==> config.mk <==
export PLATFORM = sky130hd
export DESIGN_NAME = stage_f
export DESIGN_NICKNAME = d
export VERILOG_FILES = /design/src/rtl/stage_f_pkg.sv /design/src/rtl/stage_f_holdbuf.sv /design/src/rtl/stage_f.sv
export SDC_FILE = /design/constraint.sdc
export NUM_CORES = 1
export LEC_CHECK = 0
export CORE_MARGIN = 5
export CORE_UTILIZATION = 42
export DETAILED_ROUTE_END_ITERATION = 6
export GPL_TIMING_DRIVEN = 0
export PLACE_DENSITY = 0.81
export SLEW_MARGIN = 40
export SYNTH_ARGS = -nofsm -noshare
export SYNTH_HDL_FRONTEND = slang
export SYNTH_SLANG_ARGS = --single-unit
==> constraint.sdc <==
create_clock -name clk -period 2.35 [get_ports clk]
set_input_delay 0.3525 -clock clk [delete_from_list [all_inputs] [get_ports clk]]
set_output_delay 0.3525 -clock clk [all_outputs]
set_load 0.01 [all_outputs]
==> src/rtl/stage_f_pkg.sv <==
// Shared fetch-stage types and helpers: state encoding, constants, and the
// redirect target / mode-toggle rules that the hazard unit also uses.
package stage_f_pkg;

  typedef enum logic [1:0] {
    ST_IDLE  = 2'd0,
    ST_FETCH = 2'd1,
    ST_HOLD  = 2'd2,
    ST_DROP  = 2'd3
  } fetch_state_e;

  localparam logic [31:0] INSTR_BYTES = 32'd4;
  localparam logic [31:0] NOP_INSTR   = 32'h0000_0000;

  // Writeback redirect outranks execute; targets are always word aligned.
  function automatic logic [31:0] redirect_target(
    input logic        pcsrc_w,
    input logic [31:0] result_w,
    input logic [31:0] pctarget_e
  );
    logic [31:0] tgt;
    tgt = pctarget_e;
    if (pcsrc_w) begin
      tgt = result_w;
    end else begin
      tgt = pctarget_e;
    end
    return {tgt[31:2], 2'b00};
  endfunction

  function automatic logic mode_toggle(
    input logic pcsrc_e,
    input logic mode_switch_e,
    input logic pcsrc_w
  );
    return pcsrc_e & mode_switch_e & ~pcsrc_w;
  endfunction

endpackage

==> src/rtl/stage_f_holdbuf.sv <==
// 32-bit word register with load enable; holds a stalled instruction word or
// the address of a request that must be drained after a redirect.
module fetch_holdbuf (
  input  logic        clk_i,
  input  logic        rst_ni,
  input  logic        load_i,
  input  logic [31:0] d_i,
  output logic [31:0] q_o
);

  logic [31:0] word_q;

  // Word storage, captured only when load_i is high.
  always_ff @(posedge clk_i or negedge rst_ni) begin
    if (!rst_ni) begin
      word_q <= 32'h0000_0000;
    end else if (load_i) begin
      word_q <= d_i;
    end else begin
      word_q <= word_q;
    end
  end

  assign q_o = word_q;

endmodule

==> src/rtl/stage_f.sv <==
// Fetch stage: owns PC and fetch mode, drives the req/ack instruction port,
// absorbs memory latency, holds a word under stall and drains squashed fetches.
module stage_f
  import stage_f_pkg::*;
#(
  parameter logic [31:0] RESET_PC  = 32'h0000_0000,
  parameter logic        RESET_ARM = 1'b0
) (
  input  logic        clk,
  input  logic        rst,
  input  logic        StallF,
  input  logic        PCSrcE,
  input  logic [31:0] PCTargetE,
  input  logic        ModeSwitchE,
  input  logic        PCSrcW,
  input  logic [31:0] ResultW,
  output logic        ImemReq,
  output logic [31:0] ImemAddr,
  input  logic        ImemAck,
  input  logic [31:0] ImemRData,
  output logic [31:0] InstrF,
  output logic        InstrValidF,
  output logic [31:0] PCF,
  output logic [31:0] PCPlus4F,
  output logic        armF,
  output logic        FetchStallF
);

  fetch_state_e state_q, state_d;
  logic [31:0]  pc_q, pc_d;
  logic         arm_q, arm_d;

  logic         redir_s;
  logic [31:0]  redir_tgt_s;
  logic         buf_load_s;
  logic         drop_load_s;
  logic [31:0]  buf_word_s;
  logic [31:0]  drop_addr_s;
  logic         imem_req_s;
  logic [31:0]  imem_addr_s;
  logic [31:0]  instr_s;
  logic         instr_valid_s;
  logic         fetch_stall_s;

  assign redir_s     = PCSrcW | PCSrcE;
  assign redir_tgt_s = redirect_target(PCSrcW, ResultW, PCTargetE);

  fetch_holdbuf u_hold_buf (
    .clk_i  (clk),
    .rst_ni (rst),
    .load_i (buf_load_s),
    .d_i    (ImemRData),
    .q_o    (buf_word_s)
  );

  fetch_holdbuf u_drop_addr (
    .clk_i  (clk),
    .rst_ni (rst),
    .load_i (drop_load_s),
    .d_i    (pc_q),
    .q_o    (drop_addr_s)
  );

  // State, PC and mode registers.
  always_ff @(posedge clk or negedge rst) begin
    if (!rst) begin
      state_q <= ST_IDLE;
      pc_q    <= RESET_PC;
      arm_q   <= RESET_ARM;
    end else begin
      state_q <= state_d;
      pc_q    <= pc_d;
      arm_q   <= arm_d;
    end
  end

  // Next-state, PC update and port outputs.
  always_comb begin
    state_d       = state_q;
    pc_d          = pc_q;
    arm_d         = arm_q;
    imem_req_s    = 1'b0;
    imem_addr_s   = pc_q;
    instr_s       = NOP_INSTR;
    instr_valid_s = 1'b0;
    fetch_stall_s = 1'b0;
    buf_load_s    = 1'b0;
    drop_load_s   = 1'b0;

    if (redir_s) begin
      pc_d = redir_tgt_s;
      if (mode_toggle(PCSrcE, ModeSwitchE, PCSrcW)) begin
        arm_d = ~arm_q;
      end else begin
        arm_d = arm_q;
      end
    end else begin
      pc_d = pc_q;
    end

    case (state_q)
      ST_IDLE: begin
        fetch_stall_s = 1'b1;
        state_d       = ST_FETCH;
      end
      ST_FETCH: begin
        imem_req_s = 1'b1;
        if (ImemAck && !redir_s) begin
          instr_s       = ImemRData;
          instr_valid_s = 1'b1;
          if (StallF) begin
            buf_load_s = 1'b1;
            state_d    = ST_HOLD;
          end else begin
            pc_d = pc_q + INSTR_BYTES;
          end
        end else if (!ImemAck) begin
          fetch_stall_s = 1'b1;
          if (redir_s) begin
            // The request is still outstanding at the old PC; drain it.
            drop_load_s = 1'b1;
            state_d     = ST_DROP;
          end else begin
            state_d = ST_FETCH;
          end
        end else begin
          state_d = ST_FETCH;
        end
      end
      ST_HOLD: begin
        if (redir_s) begin
          state_d = ST_FETCH;
        end else begin
          instr_s       = buf_word_s;
          instr_valid_s = 1'b1;
          if (!StallF) begin
            pc_d    = pc_q + INSTR_BYTES;
            state_d = ST_FETCH;
          end else begin
            state_d = ST_HOLD;
          end
        end
      end
      ST_DROP: begin
        imem_req_s    = 1'b1;
        imem_addr_s   = drop_addr_s;
        fetch_stall_s = 1'b1;
        if (ImemAck) begin
          state_d = ST_FETCH;
        end else begin
          state_d = ST_DROP;
        end
      end
      default: begin
        state_d = ST_IDLE;
      end
    endcase
  end

  assign ImemReq     = imem_req_s;
  assign ImemAddr    = imem_addr_s;
  assign InstrF      = instr_s;
  assign InstrValidF = instr_valid_s;
  // IDLE requests a stall, but not while reset itself is asserted.
  assign FetchStallF = fetch_stall_s & rst;
  assign PCF         = pc_q;
  assign PCPlus4F    = pc_q + INSTR_BYTES;
  assign armF        = arm_q;

endmodule

-- Word-level counts from Yosys, hierarchy flattened
Cells that the tools add are included.
W data, S select, Z words.
- register bits after elaboration: 99
- latch bits: 0
- RAM bits: 0
- ROM bits: 0
- output and inout port bits: 132
- memories: 0
- add/sub/neg operators: 1
- multiply operators: 0
- div/mod/pow operators: 0
- order comparisons: 0
- equality and inequality tests: 4
- shift-type cells: 0
- multiplexer cells: 32
- bitwise gates (word level): 6
- reductions and logical operators: 6
- operators by type and width (cell ; count):
    $mux W32 ; 8
    $pmux W32 S2 ; 2
    $add A32 B3 Y32 const B ; 1
    $mux W2 ; 7
    $mux W1 ; 12
    $pmux W2 S4 ; 1
    $eq A2 B2 Y1 const B ; 2
    $pmux W1 S2 ; 2
    $reduce_or A2 Y1 ; 2
    $and A1 B1 Y1 ; 3
    $ne A3 B3 Y1 const B ; 1
    $eq A2 B1 Y1 const B ; 1
    $logic_not A2 Y1 ; 1
    $not A1 Y1 ; 2
    $reduce_and A2 Y1 ; 1
    $logic_and A1 B1 Y1 ; 1
    $logic_not A1 Y1 ; 1
    $or A1 B1 Y1 ; 1

-- Longest topological paths before layout
- depth in word-level cells: 6
- mapped depth: 10

-- By module
A second synthesis with hierarchy kept.
- cell total of the unflattened synthesis: 780
- area, all modules: 7349.5 µm²
- by module, submodules not included (module ; times used ; cells each ; area each (µm²)):
    stage_f ; 1 ; 644 ; 4659.5
    fetch_holdbuf ; 2 ; 68 ; 1345.0

-- Worst setup path before layout
OpenSTA, ideal clock, no wires.
- kind: in2out
- start: input PCSrcE
- end: output InstrF[0]
- arrival: 2.124 ns
- slack: -0.127 ns
- stages: 9
- path buffers: 3
- cells stage by stage: or2_2 -> clkbuf_1 -> inv_1 -> ha_1 -> and2_1 -> clkbuf_1 -> clkbuf_1 -> a22oi_1 -> nor2_1
- longest elaborated chain between the ends: 5
- elaborated cells between the ends (all ways): 6
- those cells by class: mux: 3; bitwise: 1; reduce/logical: 2
- RTL lines (element ; line ; RTL):
    start, declared ; stage_f.sv:12 ; input logic PCSrcE,
    $or A1 B1 Y1 (*) ; stage_f.sv:45 ; assign redir_s = PCSrcW | PCSrcE;
    $logic_not A1 Y1 ; stage_f.sv:108 ; if (ImemAck && !redir_s) begin
    $logic_and A1 B1 Y1 ; stage_f.sv:108 ;
    $mux W32 ; stage_f.sv:108 ;
    $pmux W32 S2 (*) ; stage_f.sv:101 ; case (state_q)
    end, declared ; stage_f.sv:21 ; output logic [31:0] InstrF,
Mark *: on every way between the ends. The rest lies on a longest branch, timed or not.

-- Worst setup path in the final report
- start: register pc_q[11], in the netlist PCF[11]
- end: output PCPlus4F[31]
- longest elaborated chain between the ends: 1
- RTL lines (element ; line ; RTL):
    start, declared ; stage_f.sv:30 ; logic [31:0] pc_q, pc_d;
    start signal, assigned ; stage_f.sv:72 ; pc_q <= pc_d;
    $add A32 B3 Y32 ; stage_f.sv:167 ; assign PCPlus4F = pc_q + INSTR_BYTES;
    end, declared ; stage_f.sv:24 ; output logic [31:0] PCPlus4F,
Every way passes these cells.

==> flow_summary.yaml <==
status:
  status: "complete, but fails checks"
  violations: "setup timing"
worst_setup_path:
  reg2reg_to: "PCF[30]"
  start_kind: "flip-flop"
  worst_setup_path_end_kind: "primary output"
  critical_path_class: "flip-flop to primary output"
  slowest_stage: "dfrtp_1"
  r2r_cells: 9
  slowest_delay_ns: 0.41
  reg2reg_slack_ns: 0.05
  r2r-start: "state_q[0]"
  worstPathCellList: "nand4_1, buf_4, buf_4, nor3_2, nand4_1, xnor2_2, buf_2"
  crit_required_ns: 2.00
  crit_arrival_ns: 2.15
  cp_max_fo: 3
hold_path:
  min_to: "armF"
  min_from: "armF"
  min_path_cells: 1
  holdCritPathClass: "flip-flop to flip-flop"
synth:
  synth.area.top_cells: "dfrtp_1, mux2_2, a22oi_1"
  synth_area_um2: 6710
  synth_edf_count: 0
  yosysSeqAreaShare_pct: 36.9
  yosysWarnings: 0
  ys_async_sr_fraction_pct: 100
  synth_largest_area_cell: "dfrtp_1"
  syn_inst: 735
  yosysMostFrequentCell: "dfrtp_1"
  avgSynthCellArea_um2: 9.13
  synth_seq_cells: 99
  synth_cell_types: 70
  ys_top_cells_by_count: "dfrtp_1, mux2_2, nor2_1, o21ai_0, nand2_1"
  synth_top_area_share_pct: 36.9
  syn_nets: 845
  ys.flop_type: "dfrtp_1"
pwr:
  finalPower_mw: 12.9
  power_leakage_nw: 4.68
  ir_drop_v: 0.000556
  p_per_area_nw_per_um2: 1200
drt:
  drt_iter0_markers: 833
  drc_errors: 0
  firstDrtPassIters: 6
  postRouteAntennaNets: 0
  routedWlPerCell_um: 22.5
  drt_wl_total_um: 28500
  num_vias: 7670
  vias_per_cell: 6.04
sta:
  relSlewSlack_pct: 48.3
  finalSetupViolCount: 16
  worst_slew_pin_slew_ns: 0.775
  final.setup.worst_slack_ns: -0.149
  final_max_slew_viol_count: 0
  hold_violations: 0
  fin_crit_sh_pct: 106
  tns_ns: -1.14
  fin_skew_ns: 0.0112
  fmax_ghz: 0.400
  rsz0062_at_grt: "true"
  fin_crit_ns: 2.50
  fin_hold_ws_ns: 0.484
finish:
  nFillCells: 1223
  fin_util_pct: 68.5
  final_layout_size_suffix_gt1_share_pct: 36.8
  diodes: 0
  fin_nets: 1159
  area_growth_pct: 60.8
  regArea_um2: 2490
  multi_input_area_um2: 4390
  final_cell_area_um2: 10800
global_route:
  grt_max_degree: 61
  grt_overflow: 0
  grt_pass1_wl_um: 41500
  grt_use_total_pct: 29.0
  grt_pass1_vias: 7695
  antenna_found_initial: 0
cts:
  cts_tree: "done"
  cts_max_path_buffers: 2
  cts_buffers: 9
  htreeDepth: 3
  clock_sinks: 99
  path_clk_slew_ns: 0.07
  clk_latency_ns: 0.36
  cts-root-buf: "clkbuf_16"
die:
  die_width_um: 136
  rows: 46
  die_area_um2: 18600
  coreArea_um2: 15800
  initial_utilization_pct: 42.6
  ios: 235
  die_h_um: 136
placement:
  gp_congestion: 0.940
  port_buffers: 229
  dpl_cell_area_um2: 9310
  dp_hpwl_um: 18700
flow_run:
  cap_violations: 0
## cell type report
type	count	share of cell area, %
Tap cell	216	2.50
Inverter	19	0.730
Multi-Input combinational cell	546	40.7
Clock buffer	9	2.09
Timing Repair Buffer	311	25.0
Clock inverter	6	1.05
Buffer	63	4.91
Sequential cell	99	23.1
## registers in the layout, indices dropped and copies added (netlist names)
| signal | flops |
|---|---|
| u_hold_buf.q_o | 32 |
| armF | 1 |
| u_drop_addr.q_o | 32 |
| PCF | 32 |
| state_q | 2 |
## critical path, delay by kind of cell (launching register included)
family	cells	cell delay, ns
xor+xnor	1	0.20
buf+inv	3	0.51
flops	1	0.41
simple gates	3	0.67
## worst max-delay path by stage
stage          startpoint           end  slack, ns  cells past startpoint
5_1_grt           PCF[11]  PCPlus4F[31]      -0.20                      7
4_1_cts            PCF[3]  PCPlus4F[21]      -0.12                      9
3_5_place_dp       PCSrcW   FetchStallF      -1.60                     10
2_1_floorplan      PCSrcE     InstrF[0]       0.08                      9
6_report          PCF[11]  PCPlus4F[31]      -0.15                      7
3_3_place_gp          rst   FetchStallF      -3.52                      3
## metrics by stage
step | worst slack (ns) | cells
final | -0.149 | 1269
after global routing | -0.204 | 1269
after CTS | -0.118 | 1248
after detailed placement | -1.60 | 1181
after global placement | -3.52 | 1180
after floorplan | 0.0780 | 735
## cells in the final DEF, fill, tap and decap left out, drive strengths merged, types with 12 or more instances in the layout
cell type / count
o22ai: 23
dfrtp: 99
nand2b: 12
buf: 173
nand4: 12
o21ai: 50
dlygate4sd2: 33
nor2: 53
a21oi: 44
o2bb2ai: 14
xnor2: 21
mux2: 86
clkdlybuf4s50: 135
inv: 20
nand2: 47
clkbuf: 39
nand3: 20
a22oi: 35
## kinds of logic after synthesis
kind of cell / count (synthesis) / share of synthesized area (%)
muxes: 91 / 15.2
buffers and inverters: 90 / 5.82
and+or+nand+nor: 201 / 15.6
xor gates and xnor gates: 29 / 3.78
adders and majority gates: 7 / 1.30
DFF: 99 / 36.9
AOI/OAI and AO/OA: 218 / 21.4
## layer usage
metal / wire length [µm] / global-route usage, % / up-vias
li1: - / - / 3320
met1: 10200 / 34.8 / 3640
met2: 13500 / 47.4 / 576
met3: 3430 / 8.36 / 134
met4: 1410 / 14.4 / 0
met5: 0 / 0 / -
## power by group
part / total, mW / internal (mW) / switching, mW
combinational: 7.93 / 3.90 / 4.03
clock: 1.75 / 1.04 / 0.713
sequential: 3.23 / 2.53 / 0.698
total: 12.9 / 7.47 / 5.44
## timing repair
action                     4_1_cts  5_1_grt
resized for setup              436       59
hold buffers                     2        0
cloned                           2        0
buffers inserted                54       23
hold endpoints to repair        40        0
setup endpoints to repair      189       81
pin swaps                       39       34
(Power assumes the default switching activity.)
